### src/rtl/reset_sequencer.sv
`default_nettype none
`timescale 1ns/1ps
// ============================================================================
// Module   : reset_sequencer
// Purpose  : Central reset controller. Asserts every reset output as soon as
//            the raw reset rises (asynchronously). Releases the outputs
//            synchronously to clk, one at a time in index order, STAGE_DELAY
//            cycles apart. Also services a level software reset request and
//            acknowledges it with a one-cycle pulse.
// Revision : 1.0 - initial release
// ============================================================================
module reset_sequencer #(
    parameter int NUM_OUT     = 4,
    parameter int SYNC_STAGES = 2,
    parameter int STAGE_DELAY = 8,
    parameter int HOLD_CYCLES = 4
) (
    input  logic               clk,
    input  logic               reset,
    input  logic               sw_rst_req_i,
    output logic               sw_rst_ack_o,
    output logic [NUM_OUT-1:0] rst_o,
    output logic               all_done_o,
    output logic               busy_o
);

    localparam int c_cnt_w = $clog2(STAGE_DELAY + HOLD_CYCLES) + 1;
    localparam logic [c_cnt_w-1:0] c_stage_last = c_cnt_w'(STAGE_DELAY - 1);
    localparam logic [c_cnt_w-1:0] c_hold_last  = c_cnt_w'(HOLD_CYCLES - 1);

    typedef enum logic [1:0] {
        S_WAIT    = 2'd0,
        S_RELEASE = 2'd1,
        S_RUN     = 2'd2,
        S_SW_HOLD = 2'd3
    } state_t;

    // The synchronizer has SYNC_STAGES-1 explicit flops; the state register
    // leaving WAIT acts as the final stage, so the release sequence starts on
    // the edge where the full SYNC_STAGES-deep chain would have dropped.
    logic [SYNC_STAGES-2:0] r_sync;

    state_t               r_state;
    state_t               w_state_nxt;
    logic [c_cnt_w-1:0]   r_cnt;
    logic [c_cnt_w-1:0]   w_cnt_nxt;
    logic [NUM_OUT-1:0]   r_rst;
    logic [NUM_OUT-1:0]   w_rst_nxt;
    logic [NUM_OUT-1:0]   w_rst_shift;
    logic                 r_ack;
    logic                 w_ack_nxt;
    logic                 r_done;
    logic                 w_done_nxt;
    logic                 r_busy;
    logic                 w_busy_nxt;

    // Released bits are always the low ones, so releasing the next bit is a
    // left shift that brings in a zero at the bottom.
    assign w_rst_shift = r_rst << 1;

    // Reset-deassert synchronizer: preset by reset, shifts in zeros.
    always_ff @(posedge clk or posedge reset) begin
        if (reset) begin
            r_sync <= '1;
        end else begin
            r_sync <= r_sync << 1;
        end
    end

    // State, counter and registered outputs.
    always_ff @(posedge clk or posedge reset) begin
        if (reset) begin
            r_state <= S_WAIT;
            r_cnt   <= '0;
            r_rst   <= '1;
            r_ack   <= 1'b0;
            r_done  <= 1'b0;
            r_busy  <= 1'b1;
        end else begin
            r_state <= w_state_nxt;
            r_cnt   <= w_cnt_nxt;
            r_rst   <= w_rst_nxt;
            r_ack   <= w_ack_nxt;
            r_done  <= w_done_nxt;
            r_busy  <= w_busy_nxt;
        end
    end

    // Next-state and next-output logic for the sequencing FSM.
    always_comb begin
        w_state_nxt = r_state;
        w_cnt_nxt   = r_cnt;
        w_rst_nxt   = r_rst;
        w_ack_nxt   = 1'b0;
        w_done_nxt  = r_done;

        case (r_state)
            S_WAIT: begin
                if (!r_sync[SYNC_STAGES-2]) begin
                    w_state_nxt = S_RELEASE;
                    w_cnt_nxt   = '0;
                end
            end

            S_RELEASE: begin
                if (r_cnt == c_stage_last) begin
                    w_rst_nxt = w_rst_shift;
                    w_cnt_nxt = '0;
                    if (w_rst_shift == '0) begin
                        w_state_nxt = S_RUN;
                        w_done_nxt  = 1'b1;
                    end
                end else begin
                    w_cnt_nxt = r_cnt + 1'b1;
                end
            end

            S_RUN: begin
                if (sw_rst_req_i) begin
                    w_state_nxt = S_SW_HOLD;
                    w_cnt_nxt   = '0;
                    w_rst_nxt   = '1;
                    w_done_nxt  = 1'b0;
                end
            end

            S_SW_HOLD: begin
                if (r_cnt == c_hold_last) begin
                    w_state_nxt = S_RELEASE;
                    w_cnt_nxt   = '0;
                    w_ack_nxt   = 1'b1;
                end else begin
                    w_cnt_nxt = r_cnt + 1'b1;
                end
            end

            default: begin
                w_state_nxt = S_WAIT;
                w_cnt_nxt   = '0;
                w_rst_nxt   = '1;
                w_done_nxt  = 1'b0;
            end
        endcase

        w_busy_nxt = (w_state_nxt != S_RUN);
    end

    assign rst_o        = r_rst;
    assign sw_rst_ack_o = r_ack;
    assign all_done_o   = r_done;
    assign busy_o       = r_busy;

endmodule
`default_nettype wire

### config.mk
export PLATFORM = sky130hd
export DESIGN_NAME = reset_sequencer
export DESIGN_NICKNAME = d
export VERILOG_FILES = /design/src/rtl/reset_sequencer.sv
export SDC_FILE = /design/constraint.sdc
export NUM_CORES = 1
export LEC_CHECK = 0
export BUFFER_PORTS_ARGS = -buffer_cell sky130_fd_sc_hd__buf_4
export CAP_MARGIN = 20
export CORE_MARGIN = 4
export CORE_UTILIZATION = 42
export DETAILED_ROUTE_END_ITERATION = 7
export PLACE_DENSITY_LB_ADDON = 0.12
export SETUP_SLACK_MARGIN = 0.2
export SKIP_CTS_REPAIR_TIMING = 1
export SYNTH_ARGS = -nofsm -noshare
export SYNTH_HDL_FRONTEND = slang
export SYNTH_SLANG_ARGS = --single-unit
### constraint.sdc
create_clock -name clk -period 1.8 [get_ports clk]
set_input_delay 0.27 -clock clk [delete_from_list [all_inputs] [get_ports clk]]
set_output_delay 0.27 -clock clk [all_outputs]
set_load 0.005 [all_outputs]
==> flow_summary.toml <==
[pwr]
cellPowerDensity_mw_per_mm2 = 1590
seq_power_share_pct = 50.8
power_w = 0.00130
p_clk_share_pct = 14.7
intPower_w = 0.000841
power_switching_w = 0.000461
p_leak_nw = 0.376
vdd_ir_drop_max_uv = 789
comb_power_share_pct = 34.5
swShare_pct = 35.4

[global_routing]
grt_use_met1_pct = 16.8
met2_usage_pct = 18.3
busiest_layer = "met2"
antenna_found_initial = 0
grt_pass1_vias = 522
grt_overflow_total = 0
grt.total_usage_pct = 12.6
grt_pass1_wl_um = 2390
use_met3_pct = 3.36
grt_max_degree = 16

[critical_path]
r2r_cells = 5
timing.rr.start = "r_cnt[0]$_DFFE_PP0P_"
path_depth = 5
startpoint_type = "flop"
crit_family = "flip-flops"
rr_endpoint = "rst_o[1]$_DFFE_PP1P_"
slowest_stage = "dfrtp_1"
crit_path_end_kind = "flop"
cp_num_buf_inv = 0
critical_path_required_ns = 2.01
crit_chain = "ha_4 > and4bb_2 > nand3b_2 > mux2i_1 > a21oi_1"
r2r_slack_ns = 0.35
startpoint = "r_cnt[0]$_DFFE_PP0P_"
path_max_fanout = 6
max_stage_delay_ns = 0.44
worstSetupPathType = "reg2reg"
critPathArrivalTime_ns = 1.66

[synth]
synth_top_area_share_pct = 31.9
yosysMostFrequentCell = "dfrtp_1"
synth_common_cells = "dfrtp_1 (9), dfstp_2 (6), nor2_1 (6)"
async_reset_ff_share_pct = 100
synthMuxAreaShare_pct = 2.83
synth-seq-cells = 15
synthSimpleGateAreaFrac_pct = 21.2
synth_top_family_by_area = "simple AND/OR/NAND/NOR gates"
synth.cell_area_um2 = 707
yosysWarnings = 0
yosys-top-cells-area = "dfrtp_1 (32%), dfstp_2 (22%), a21oi_1 (3.5%)"
yosysUniqueCellTypes = 28
yosysTopAreaCell = "dfrtp_1"
synth_compound_area_share_pct = 13.8
synthCells = 70
synth_top_flop_cell = "dfrtp_1"
yosys.area_share.xor_xnor_pct = 1.24
yosysSeqAreaShare_pct = 54.2
synth_nets = 74
synth_fa_ha_area_share_pct = 1.77
synth_edf_count = 0
avgSynthCellArea_um2 = 10.1

[worst_hold_path]
holdCritPathClass = "in2async"

[sta]
tightest_slew_ns = 0.554
rsz0062_at_grt = "false"
final_max_slew_viol_count = 0
fin_crit_ns = 1.45
max_freq_mhz = 687
skew_ns = 0.00811
hold_viol = 0
slew-limit-headroom_pct = 63.1
setup_viol = 0
finalSetupTns_ns = 0
period_share_pct = 80.8

[clocking]
cts.reportedPaths.clkPinSlew_ns = 0.09
clk_path_buf_depth = 2
cts.sinks = 15
root_buffer = "clkbuf_4"
clk_latency_ns = 0.28
cts_made_buffers = 3
cts_max_level = 1
cts_tree = "built"

[cells_and_area]
num_antenna_cells = 0
area_growth_pct = 15.9
stdcell_count = 97
utilization_pct = 53.2
fill_cells = 145
drive_above_1_share_pct = 27.2
fin_nets = 86

[floorplanning]
initial_core_util_pct = 45.9
die-area_mm2 = 0.00240
die_height_um = 49.0
num_rows = 14
die_x_um = 49.0
io_pins = 10
coreArea_mm2 = 0.00154

[run_status]
outcome = "complete, no violations"

[placement]
routabilityCongestion = 0.801
dp.cells = 93
portBuffers = 9
hpwlAfterDp_um = 923

[drt]
drc = 0
wl_per_cell_um = 13.4
drt_iter0_drc = 10
ant_nets = 0
dr_total_vias = 526
drt-pass1-iter-count = 4
viasPerCell = 5.42
routed_wl_um = 1300

[flow_run]
cap_violations = 0
==> layout make-up <==
class	count	area, um^2	area share, %
clock buffer	4	26.3	3.21
inverter	4	15.0	1.83
multi-input combinational	49	308	37.6
sequential	15	383	46.7
tap	16	20.0	2.44
timing repair buffer	9	67.6	8.24
==> kinds of logic after synthesis <==
logic type,count (synthesis)
AND/OR/NAND/NOR,28
AO/OA/AOI/OAI,16
flip-flops,15
buffers and inverters,6
multiplexers,2
adder cells (fa/ha/maj),1
other,1
XOR/XNOR,1
==> metrics by stage <==
stage / setup WS, ns / instance area [um^2] / hold WS (ns)
detailed placement: 0.271 / 778 / 0.355
floorplan: 0.433 / 707 / 0.167
CTS: 0.247 / 805 / 0.0532
global route: 0.208 / 820 / 0.0679
global placement: 0.351 / 778 / 0.362
finish: 0.345 / 820 / 0.0269
==> state kept, by name (all words and copies together), names as in the netlist <==
register and flops:
busy_o 1, r_sync 1, r_cnt 5, rst_o 4, sw_rst_ack_o 1, all_done_o 1, r_state 2
==> layout by cell type, fill, tap and decap left out, types with 2 or more instances in the layout <==
cell type	synthesis	final
nand3_1	4	4
buf_4	0	9
a21oi_1	5	5
inv_1	4	4
mux2i_1	2	2
dfrtp_1	9	9
dfstp_2	6	6
nor2_1	6	6
nand2_1	5	5
nand2b_1	3	3
clkbuf_4	0	3
nor3_1	3	3
o21ai_0	5	5
==> power by group through the flow <==
stage	Sequential (W)	Clock (W)	Combinational [W]
after CTS	0.000651	0.000198	0.000435
after global placement	0.000650	0	0.000426
after global routing	0.000691	0.000223	0.000526
final	0.000662	0.000192	0.000449
after detailed placement	0.000655	0	0.000429
after floorplan	0.000593	0	0.000344
==> worst max path at each step <==
stage / slack (ns) / endpoint
2_1_floorplan: 0.43 / r_state[0]$_DFF_PP0_
3_3_place_gp: 0.35 / r_state[0]$_DFF_PP0_
3_5_place_dp: 0.27 / r_state[0]$_DFF_PP0_
4_1_cts: 0.25 / r_state[0]$_DFF_PP0_
5_1_grt: 0.21 / r_state[0]$_DFF_PP0_
6_report: 0.35 / rst_o[1]$_DFFE_PP1P_
==> layer usage <==
layer	share of wire [%]	wire, um	up-vias
met3	3.8	49	4
met2	45	578	9
met1	49	638	247
li1	-	-	266
met5	0	0	-
met4	2.2	29	0
(Power assumes the default switching activity.)
